## src/rtl/output_compare_if.sv

```systemverilog
// Bus between software-side control and the output-compare channel:
// counter value, compare/mode load, ACK, and the pin/flag/status outputs.
interface output_compare_if #(
    parameter int WIDTH = 8
);
    logic [WIDTH-1:0] ivCuenta;
    logic [WIDTH-1:0] ivComparacion;
    logic [1:0]       ivModo;
    logic             iCargar;
    logic             iAck;
    logic             oSalida;
    logic             oComparaFlag;
    logic             oSobreescritura;
    logic             oArmado;

    modport master (
        output ivCuenta, ivComparacion, ivModo, iCargar, iAck,
        input  oSalida, oComparaFlag, oSobreescritura, oArmado
    );

    modport slave (
        input  ivCuenta, ivComparacion, ivModo, iCargar, iAck,
        output oSalida, oComparaFlag, oSobreescritura, oArmado
    );
endinterface

```

## src/rtl/output_compare.sv

```systemverilog
// One-shot output-compare channel: on count == compare it toggles/sets/clears
// or pulses the output pin and raises a sticky flag with overrun detection.
module output_compare #(
    parameter int WIDTH     = 8,
    parameter int PULSE_LEN = 4
) (
    input  logic          iClk,
    input  logic          iReset,
    output_compare_if.slave bus
);
    typedef enum logic [1:0] {IDLE = 2'd0, ARMED = 2'd1, PULSE = 2'd2} state_t;

    localparam logic [7:0] PULSE_INIT = 8'(PULSE_LEN - 1);

    state_t           state, state_nxt;
    logic [WIDTH-1:0] cmp_q, cmp_nxt;
    logic [1:0]       modo_q, modo_nxt;
    logic [7:0]       cnt_q, cnt_nxt;
    logic             salida_q, salida_nxt;
    logic             flag_q, flag_nxt;
    logic             sobre_q, sobre_nxt;
    logic             armado_q;
    logic             load;
    logic             match;

    // A load in the same cycle as an equal count wins over the match.
    assign load  = bus.iCargar && (state != PULSE);
    assign match = (state == ARMED) && (bus.ivCuenta == cmp_q) && !bus.iCargar;

    always_ff @(posedge iClk) begin
        if (iReset) begin
            state    <= IDLE;
            cmp_q    <= '0;
            modo_q   <= 2'b00;
            cnt_q    <= 8'd0;
            salida_q <= 1'b0;
            flag_q   <= 1'b0;
            sobre_q  <= 1'b0;
            armado_q <= 1'b0;
        end else begin
            state    <= state_nxt;
            cmp_q    <= cmp_nxt;
            modo_q   <= modo_nxt;
            cnt_q    <= cnt_nxt;
            salida_q <= salida_nxt;
            flag_q   <= flag_nxt;
            sobre_q  <= sobre_nxt;
            armado_q <= (state_nxt == ARMED);
        end
    end

    always_comb begin
        state_nxt = state;
        case (state)
            IDLE: begin
                if (load) state_nxt = ARMED;
            end
            ARMED: begin
                if (load)
                    state_nxt = ARMED;
                else if (match)
                    state_nxt = (modo_q == 2'b11) ? PULSE : IDLE;
            end
            PULSE: begin
                if (cnt_q == 8'd0) state_nxt = IDLE;
            end
            default: state_nxt = IDLE;
        endcase
    end

    always_comb begin
        cmp_nxt    = cmp_q;
        modo_nxt   = modo_q;
        cnt_nxt    = cnt_q;
        salida_nxt = salida_q;
        flag_nxt   = flag_q;
        sobre_nxt  = sobre_q;

        if (load) begin
            cmp_nxt  = bus.ivComparacion;
            modo_nxt = bus.ivModo;
        end

        if (match) begin
            case (modo_q)
                2'b00: salida_nxt = ~salida_q;
                2'b01: salida_nxt = 1'b1;
                2'b10: salida_nxt = 1'b0;
                default: begin
                    salida_nxt = 1'b1;
                    cnt_nxt    = PULSE_INIT;
                end
            endcase
        end else if (state == PULSE) begin
            if (cnt_q == 8'd0)
                salida_nxt = 1'b0;
            else
                cnt_nxt = cnt_q - 8'd1;
        end

        // Match beats ACK for the flag; overrun is set only if the flag was already up.
        if (match) begin
            flag_nxt = 1'b1;
            if (flag_q)
                sobre_nxt = 1'b1;
            else if (bus.iAck)
                sobre_nxt = 1'b0;
        end else if (bus.iAck) begin
            flag_nxt  = 1'b0;
            sobre_nxt = 1'b0;
        end
    end

    assign bus.oSalida         = salida_q;
    assign bus.oComparaFlag    = flag_q;
    assign bus.oSobreescritura = sobre_q;
    assign bus.oArmado         = armado_q;
endmodule

```

## src/flat_wrapper.sv

```systemverilog
// flat-port wrapper written by rule: the top's interface ports become plain ports
module output_compare_flat 
#(
    parameter int WIDTH     = 8,
    parameter int PULSE_LEN = 4
)
  (iClk, iReset, bus_ivCuenta, bus_ivComparacion, bus_ivModo, bus_iCargar, bus_iAck, bus_oSalida, bus_oComparaFlag, bus_oSobreescritura, bus_oArmado);
  output_compare_if #(.WIDTH(WIDTH)) bus_i ();
  input  logic iClk;
  input  logic iReset;
  input wire logic [$bits(bus_i.ivCuenta)-1:0] bus_ivCuenta;
  input wire logic [$bits(bus_i.ivComparacion)-1:0] bus_ivComparacion;
  input wire logic [$bits(bus_i.ivModo)-1:0] bus_ivModo;
  input wire logic [$bits(bus_i.iCargar)-1:0] bus_iCargar;
  input wire logic [$bits(bus_i.iAck)-1:0] bus_iAck;
  output wire logic [$bits(bus_i.oSalida)-1:0] bus_oSalida;
  output wire logic [$bits(bus_i.oComparaFlag)-1:0] bus_oComparaFlag;
  output wire logic [$bits(bus_i.oSobreescritura)-1:0] bus_oSobreescritura;
  output wire logic [$bits(bus_i.oArmado)-1:0] bus_oArmado;
  assign bus_i.ivCuenta = bus_ivCuenta;
  assign bus_i.ivComparacion = bus_ivComparacion;
  assign bus_i.ivModo = bus_ivModo;
  assign bus_i.iCargar = bus_iCargar;
  assign bus_i.iAck = bus_iAck;
  assign bus_oSalida = bus_i.oSalida;
  assign bus_oComparaFlag = bus_i.oComparaFlag;
  assign bus_oSobreescritura = bus_i.oSobreescritura;
  assign bus_oArmado = bus_i.oArmado;
  output_compare #(.WIDTH(WIDTH), .PULSE_LEN(PULSE_LEN)) u_core (.iClk(iClk), .iReset(iReset), .bus(bus_i));
endmodule
```

## config.mk

```make
export PLATFORM = sky130hd
export DESIGN_NAME = output_compare_flat
export DESIGN_NICKNAME = d
export VERILOG_FILES = /design/src/rtl/output_compare_if.sv /design/src/rtl/output_compare.sv /design/src/flat_wrapper.sv
export SDC_FILE = /design/constraint.sdc
export NUM_CORES = 1
export LEC_CHECK = 0
export BUFFER_PORTS_ARGS = -buffer_cell sky130_fd_sc_hd__buf_2
export CAP_MARGIN = 5
export CELL_PAD_IN_SITES_DETAIL_PLACEMENT = 1
export CELL_PAD_IN_SITES_GLOBAL_PLACEMENT = 1
export CORE_MARGIN = 3
export CORE_UTILIZATION = 42
export DETAILED_ROUTE_END_ITERATION = 7
export GPL_TIMING_DRIVEN = 0
export PLACE_DENSITY_LB_ADDON = 0.25
export SYNTH_ARGS = -nofsm -noshare
export SYNTH_HDL_FRONTEND = slang
export SYNTH_SLANG_ARGS = --single-unit
```

## constraint.sdc

```tcl
create_clock -name iClk -period 3.4 [get_ports iClk]
set_input_delay 0 -clock iClk [delete_from_list [all_inputs] [get_ports iClk]]
set_output_delay 0 -clock iClk [all_outputs]
set_load 0.01 [all_outputs]
```

==> summary.txt, run 1 <==
Worst setup path
  • Required @ worst endpoint: 3.68 ns
  • Crit path max fanout: 10
  • Crit path kind: reg -> reg
  • Setup crit end kind: flip-flop
  • Type of origin of the critical path: flip-flop
  • Crit path largest cell delay: about 0.55 ns
  • Worst R2R End: u_core.cmp_q[1]
  • Crit path max-delay cell type: dlygate4sd3_1
  • Worst R2R Setup Slack: ~1.5 ns
  • Worst Path Buf+Inv: 2
  • CP top delay family: buffers and inverters
  • Crit path DAT: approximately 2.2 ns
  • Crit Reg-Reg Startpoint: u_core.state[0]
  • Worst path cell trace: nand2b_1, clkbuf_1, nand3_1, a21oi_1, dlygate4sd3_1
  • R2R depth: 5

Run
  • Max-cap viol count: 0

Placed design
  • Pre-CTS WS: between 1.5 and 2 ns
  • GPL Wtd Cong: 0.813
  • DP Wirelength: ~2100 µm
  • PortBufs: 24

Route
  • WL final: 3230 µm
  • DR pass1 iterations: 4
  • Initial DRC count: 34
  • Post-route ant nets: 0
  • WL/cell: 16.0 µm
  • DR vias/cell: about 5.5
  • # DRC: 0
  • Vias: around 1100

Yosys
  • Most instantiated cells after synthesis: dfxtp_1 (24), a21oi_1 (17), nand2_1 (15)
  • Main combinational cell family by area after synthesis: simple AND/OR/NAND/NOR gates
  • Synth area leader: dfxtp_1
  • Most frequent cell after synthesis: dfxtp_1
  • Yosys warnings: 0
  • Ys flop type: dfxtp_1
  • Synth Area in XOR/XNOR: between 7 and 8%
  • Multiplexer area fraction after synthesis: less than 1%
  • Cell variety after synth: 34
  • Number of synthesized flops with an enable pin: 0
  • Sequential fraction of the synthesis area: around two fifths
  • Adder-cell share of the synthesized area: between 1 and 1.5%
  • Ys async rst share: 0%
  • Post-Synthesis Cell Area: 0.00116 mm²
  • Synthesized flop and latch total: 24
  • Syn_nets: between 150 and 200
  • Synth Area in Compound Gates: 17.7%
  • Post-synth top area share: about two fifths
  • Syn Inst Count: between 100 and 150
  • Syn_area_per_cell: slightly below 9 µm²
  • Synth top area cells: dfxtp_1 (41%), a21oi_1 (7.3%), xor2_1 (6.0%)
  • Simple-gate portion of the synthesized area: 27.5%

Global routing
  • Vias in the first global route: between 1000 and 1500
  • Pin count of the biggest net entering global routing: 15
  • Global-route wire length before repair: ~5700 µm
  • GR Overflow Total: 0
  • Overall Global Routing Usage: between 20% and 30%
  • Initial antenna violation count: 0

Floorplan
  • IO Count: 26
  • Die area: ~0.0034 mm²
  • Area of the core: 0.00254 mm²
  • Rows: 18
  • Die height: a little under 60 µm
  • Initial Utilization: between 40% and 50%
  • Die X: approximately 59 µm

STA
  • Minimum clock period: 1.90 ns
  • Max frequency: 527 MHz
  • Max_slew headroom: approximately 66%
  • Final hold vios: 0
  • Crit path setup slack, layout: 1.50 ns
  • Fin. max-slew vios: 0
  • Clock Skew: roughly 0.0057 ns
  • Hold Worst Slack: around 0.06 ns
  • Final period util: 55.8%
  • Final setup vio count: 0
  • Setup TNS: 0 ns
  • Unrepaired setup endpoints after global routing: no
  • Slew @ Worst Pin: ~0.5 ns

Layout
  • Layout cells sized above 1: a little over a fifth
  • Filler cell count: roughly 300
  • Synthesis-to-finish area growth: 28.5%
  • Area of the multi-input gates: roughly 630 µm²
  • Final Core Density: about three fifths
  • Inserted Diodes: 0
  • Sequential cell area: a little under 500 µm²
  • Nets: about 200

Clock network
  • CTS Root Buffer Type: clkbuf_4
  • Htree depth: 1
  • TritonCTS Buffers: 3
  • Clock sinks: 24
  • CTS tree: done
  • Postcts setup bufs: 0
  • # hold bufs at CTS: 12
  • Clk buf depth: 2
  • Worst skew pair latency: around 0.33 ns
  • Clock-pin slew on the worst setup and hold paths: between 0.1 and 0.15 ns
  • Resized Gates After CTS: 0

Power and ir drop
  • Tot Pwr: about 0.00057 W
  • Worst vdd ir: ~0.23 mV
  • Pleak: about 0.6 nW
  • P per Cell Area: just under 400 mW/mm²

Run status
  • Status: finished clean

Hold path
  • Hold Path Class: in -> reg
  • HP Start: bus_iCargar
  • Hold Crit Depth: 4
  • Hold Crit Endpoint: u_core.bus.oSobreescritura
==> final cells by class <==
class,instances,share of cell area (%)
clock inverter,1,2.02
tap,30,2.52
inverter,4,1.01
timing repair buffer,36,16.1
sequential,24,32.2
buffer,5,2.02
clock buffer,3,1.51
multi-input combinational,99,42.6
==> metrics by stage <==
stage | cell area [µm²] | std cells
4_1_cts | 1490 | 202
2_1_floorplan | 1160 | 132
3_5_place_dp | 1320 | 186
6_report | 1490 | 202
5_1_grt | 1490 | 202
3_3_place_gp | 1320 | 186
==> worst min-delay path: stages <==
cell,delay (ns)
buf_2,0.13
nor3_1,0.08
nand4_1,0.09
a21oi_1,0.06
==> report_power, final <==
part | switching, W | internal (W) | total (W)
Sequential | 0.00000588 | 0.000290 | 0.000295
Combinational | 0.0000349 | 0.0000325 | 0.0000674
Clock | 0.0000927 | 0.000119 | 0.000212
==> layout by cell type, fill, tap and decap left out, drive strengths merged <==
cell,netlist,routed
a2111o,1,1
a2111oi,1,1
a211oi,1,1
a21o,1,1
a21oi,17,17
a221oi,1,1
a31oi,4,4
a41o,1,1
buf,1,25
bufinv,0,1
clkbuf,4,7
dfxtp,24,24
dlygate4sd3,0,12
ha,1,1
inv,4,4
mux2i,1,1
nand2,15,15
nand2b,5,5
nand3,13,13
nand3b,1,1
nand4,3,3
nor2,9,9
nor2b,1,1
nor3,2,2
nor4,2,2
o21ai,3,3
o31ai,1,1
or2,1,1
or3,2,2
or4,1,1
or4b,1,1
xnor2,2,2
xor2,8,8
==> cell families after synthesis <==
family | Yosys count
AO/OA/AOI/OAI | 31
XOR/XNOR | 10
adder cells (fa/ha/maj) | 1
buffers and inverters | 9
flip-flops | 24
multiplexers | 1
AND/OR/NAND/NOR | 56
==> worst max path at each step <==
stage / depth (start not counted) / endpoint / slack (ns) / startpoint
after floorplan: 4 / u_core.cnt_q[7] / 1.94 / u_core.cnt_q[0]
after detailed placement: 6 / u_core.cnt_q[1] / 1.79 / u_core.cnt_q[0]
after global routing: 5 / u_core.cmp_q[1] / 1.42 / u_core.state[0]
after global placement: 4 / u_core.cnt_q[7] / 1.88 / u_core.cnt_q[0]
final: 5 / u_core.cmp_q[1] / 1.50 / u_core.state[0]
after CTS: 5 / u_core.cmp_q[1] / 1.57 / u_core.state[0]
==> routing by layer <==
metal | global-route usage (%) | up-vias | routed length, µm | share of wire, %
met5 | 0 | - | 0 | 0
met4 | 12.3 | 0 | 116 | 3.6
met3 | 3.07 | 13 | 106 | 3.3
met2 | 39.6 | 22 | 1730 | 54
met1 | 22.8 | 532 | 1280 | 40
li1 | - | 552 | - | -
==> sequential cells by signal, indices dropped and copies added, names as in the netlist <==
name,flops
u_core.cmp_q,8
u_core.bus.oSobreescritura,1
u_core.cnt_q,8
u_core.bus.oComparaFlag,1
u_core.state,2
u_core.bus.oSalida,1
u_core.modo_q,2
u_core.bus.oArmado,1
(Power assumes the default switching activity.)
==> run 2, diff against run 1 <==
CORE_UTILIZATION = 39   (was 42)
clock period = 1.75 ns   (was 3.4 ns; I/O delays follow)
==> summary.txt, run 2 (same netlist as run 1, synthesis figures left out) <==
Run status
  • Status: finished clean

STA
  • Setup TNS: 0 ns (unchanged)
  • Max frequency: 629 MHz (+19%)
  • Fin. max-slew vios: 0 (unchanged)
  • Final period util: 90.8% (+35 points)
  • Slew @ Worst Pin: 0.496 ns (-0.0171 ns)
  • Final hold vios: 0 (unchanged)
  • Minimum clock period: 1.59 ns (-0.308 ns)
  • Unrepaired setup endpoints after global routing: no
  • Clock Skew: 0.00504 ns (-0.000617 ns)
  • Final setup vio count: 0 (unchanged)
  • Max_slew headroom: 67.0% (+1.1 points)

Clock network
  • Htree depth: 1 (unchanged)
  • TritonCTS Buffers: 3 (unchanged)
  • Clock-pin slew on the worst setup and hold paths: 0.14 ns (about the same)
  • CTS tree: done
  • CTS Root Buffer Type: clkbuf_4
  • Worst skew pair latency: 0.33 ns (about the same)
  • Clock sinks: 24 (unchanged)
  • Clk buf depth: 2 (unchanged)

Route
  • DR vias/cell: 5.29 (-4.5%)
  • WL final: 2820 µm (-13%)
  • Vias: 1074 (-4.0%)
  • WL/cell: 13.9 µm (-13%)
  • Initial DRC count: 32 (-5.9%)
  • Post-route ant nets: 0 (unchanged)
  • # DRC: 0 (unchanged)
  • DR pass1 iterations: 3 (-1)

Worst setup path
  • Worst path cell trace: inv_1, ha_1, clkbuf_4, a31oi_1, nor2_1, a221oi_1
  • Setup crit end kind: flip-flop
  • Crit path kind: reg -> reg
  • CP top delay family: compound AO/OA/AOI/OAI gates
  • Crit path DAT: 1.83 ns (-0.35 ns)
  • Required @ worst endpoint: 1.99 ns (-1.69 ns)
  • Crit path max-delay cell type: dfxtp_1
  • Type of origin of the critical path: flip-flop
  • Crit path max fanout: 8 (-2)
  • Crit path largest cell delay: 0.38 ns (-0.17 ns)
  • Worst Path Buf+Inv: 2 (unchanged)

Floorplan
  • Die area: 0.00366 mm² (+6.9%)
  • Die X: 60.5 µm (+3.4%)
  • Rows: 19 (+1)
  • Initial Utilization: 41.3% (-4.2 points)
  • Area of the core: 0.00281 mm² (+10%)
  • Die height: 60.5 µm (+3.4%)
  • IO Count: 26 (unchanged)

Placed design
  • Post-DP Area: 0.00132 mm² (about the same)
  • DP Wirelength: 2030 µm (-4.8%)
  • Dpl cells: 187 (+0.54%)
  • PortBufs: 24 (unchanged)
  • GPL Wtd Cong: 0.741 (-8.9%)

Layout
  • Nets: 196 (unchanged)
  • Layout Cells excl Fill: 203 (+0.50%)
  • Filler cell count: 345 (+14%)
  • Biggest regs: u_core.cmp_q x8, u_core.cnt_q x8
  • Inserted Diodes: 0 (unchanged)
  • Final Core Density: 53.2% (-5.4 points)
  • Synthesis-to-finish area growth: 28.6% (about the same)
  • Post-route cell area: 0.00149 mm² (about the same)
  • Layout cells sized above 1: 21.5% (unchanged)
  • Most frequent cells in the layout: buf_2 (24), dfxtp_1 (24), a21oi_1 (17)

Power and ir drop
  • P per Cell Area: 746 mW/mm² (+93%)
  • Pleak: 0.596 nW (-0.32%)
  • Worst vdd ir: 0.363 mV (+59%)

Global routing
  • Initial antenna violation count: 0 (unchanged)
  • GR Overflow Total: 0 (unchanged)
  • Vias in the first global route: 1090 (-11%)
  • Global-route wire length before repair: 4690 µm (-18%)
  • Overall Global Routing Usage: 17.2% (-4.2 points)
  • Pin count of the biggest net entering global routing: 15 (unchanged)

Hold path
  • Hold Path Class: in -> reg

Run
  • Max-cap viol count: 0 (unchanged)
==> run 2: through the flow <==
step / power (W) / hold WS [ns] / worst slack, ns
after floorplan: 0.000648 / 0.144 / 0.289
after global placement: 0.000687 / 0.210 / 0.215
after detailed placement: 0.000691 / 0.216 / 0.188
after CTS: 0.00113 / 0.0378 / 0.160
after global routing: 0.00117 / 0.0772 / 0.0264
final: 0.00111 / 0.0547 / 0.161
==> run 2: path summary, 6_finish.rpt <==
path                   start                         end  slack [ns]  cells past startpoint
max          u_core.cnt_q[0]             u_core.cnt_q[1]        0.16                      6
min              bus_iCargar  u_core.bus.oSobreescritura        0.05                      4
min reg2reg  u_core.cmp_q[4]             u_core.cmp_q[4]        0.48                      2
max reg2reg  u_core.cnt_q[0]             u_core.cnt_q[1]        0.16                      6
==> run 2: power by group <==
group	total (W)	switching, W	leakage [nW]	internal, W
clock	0.000411	0.000179	0.0279	0.000232
combinational	0.000128	0.0000649	0.372	0.0000631
sequential	0.000573	0.0000103	0.196	0.000563
==> run 2: worst min-delay path, stage by stage <==
cell and delay (ns):
buf_2 0.13, nor3_1 0.08, nand4_1 0.09, a21oi_1 0.06
==> run 2: repair_timing <==
action,4_1_cts,5_1_grt
endpoints found under the hold margin,17,0
hold buffers,12,0
resized for setup,0,0
buffers inserted,0,0
==> run 2: layout make-up <==
type | count | area (µm²) | share of cell area (%)
clock inverter | 1 | 30.0 | 2.01
multi-input combinational | 99 | 634 | 42.5
clock buffer | 3 | 22.5 | 1.51
buffer | 5 | 30.0 | 2.01
tap | 31 | 38.8 | 2.60
sequential | 24 | 480 | 32.2
timing repair buffer | 36 | 240 | 16.1
inverter | 4 | 15.0 | 1.01
==> run 2: per-layer routing <==
| metal | vias to the layer above | GRT usage, % | share of wire [%] |
|---|---|---|---|
| met5 | - | 0 | 0 |
| li1 | 549 | - | - |
| met3 | 5 | 2.98 | 3.7 |
| met1 | 500 | 20.6 | 44 |
| met2 | 20 | 30.1 | 51 |
| met4 | 0 | 7.43 | 1.8 |
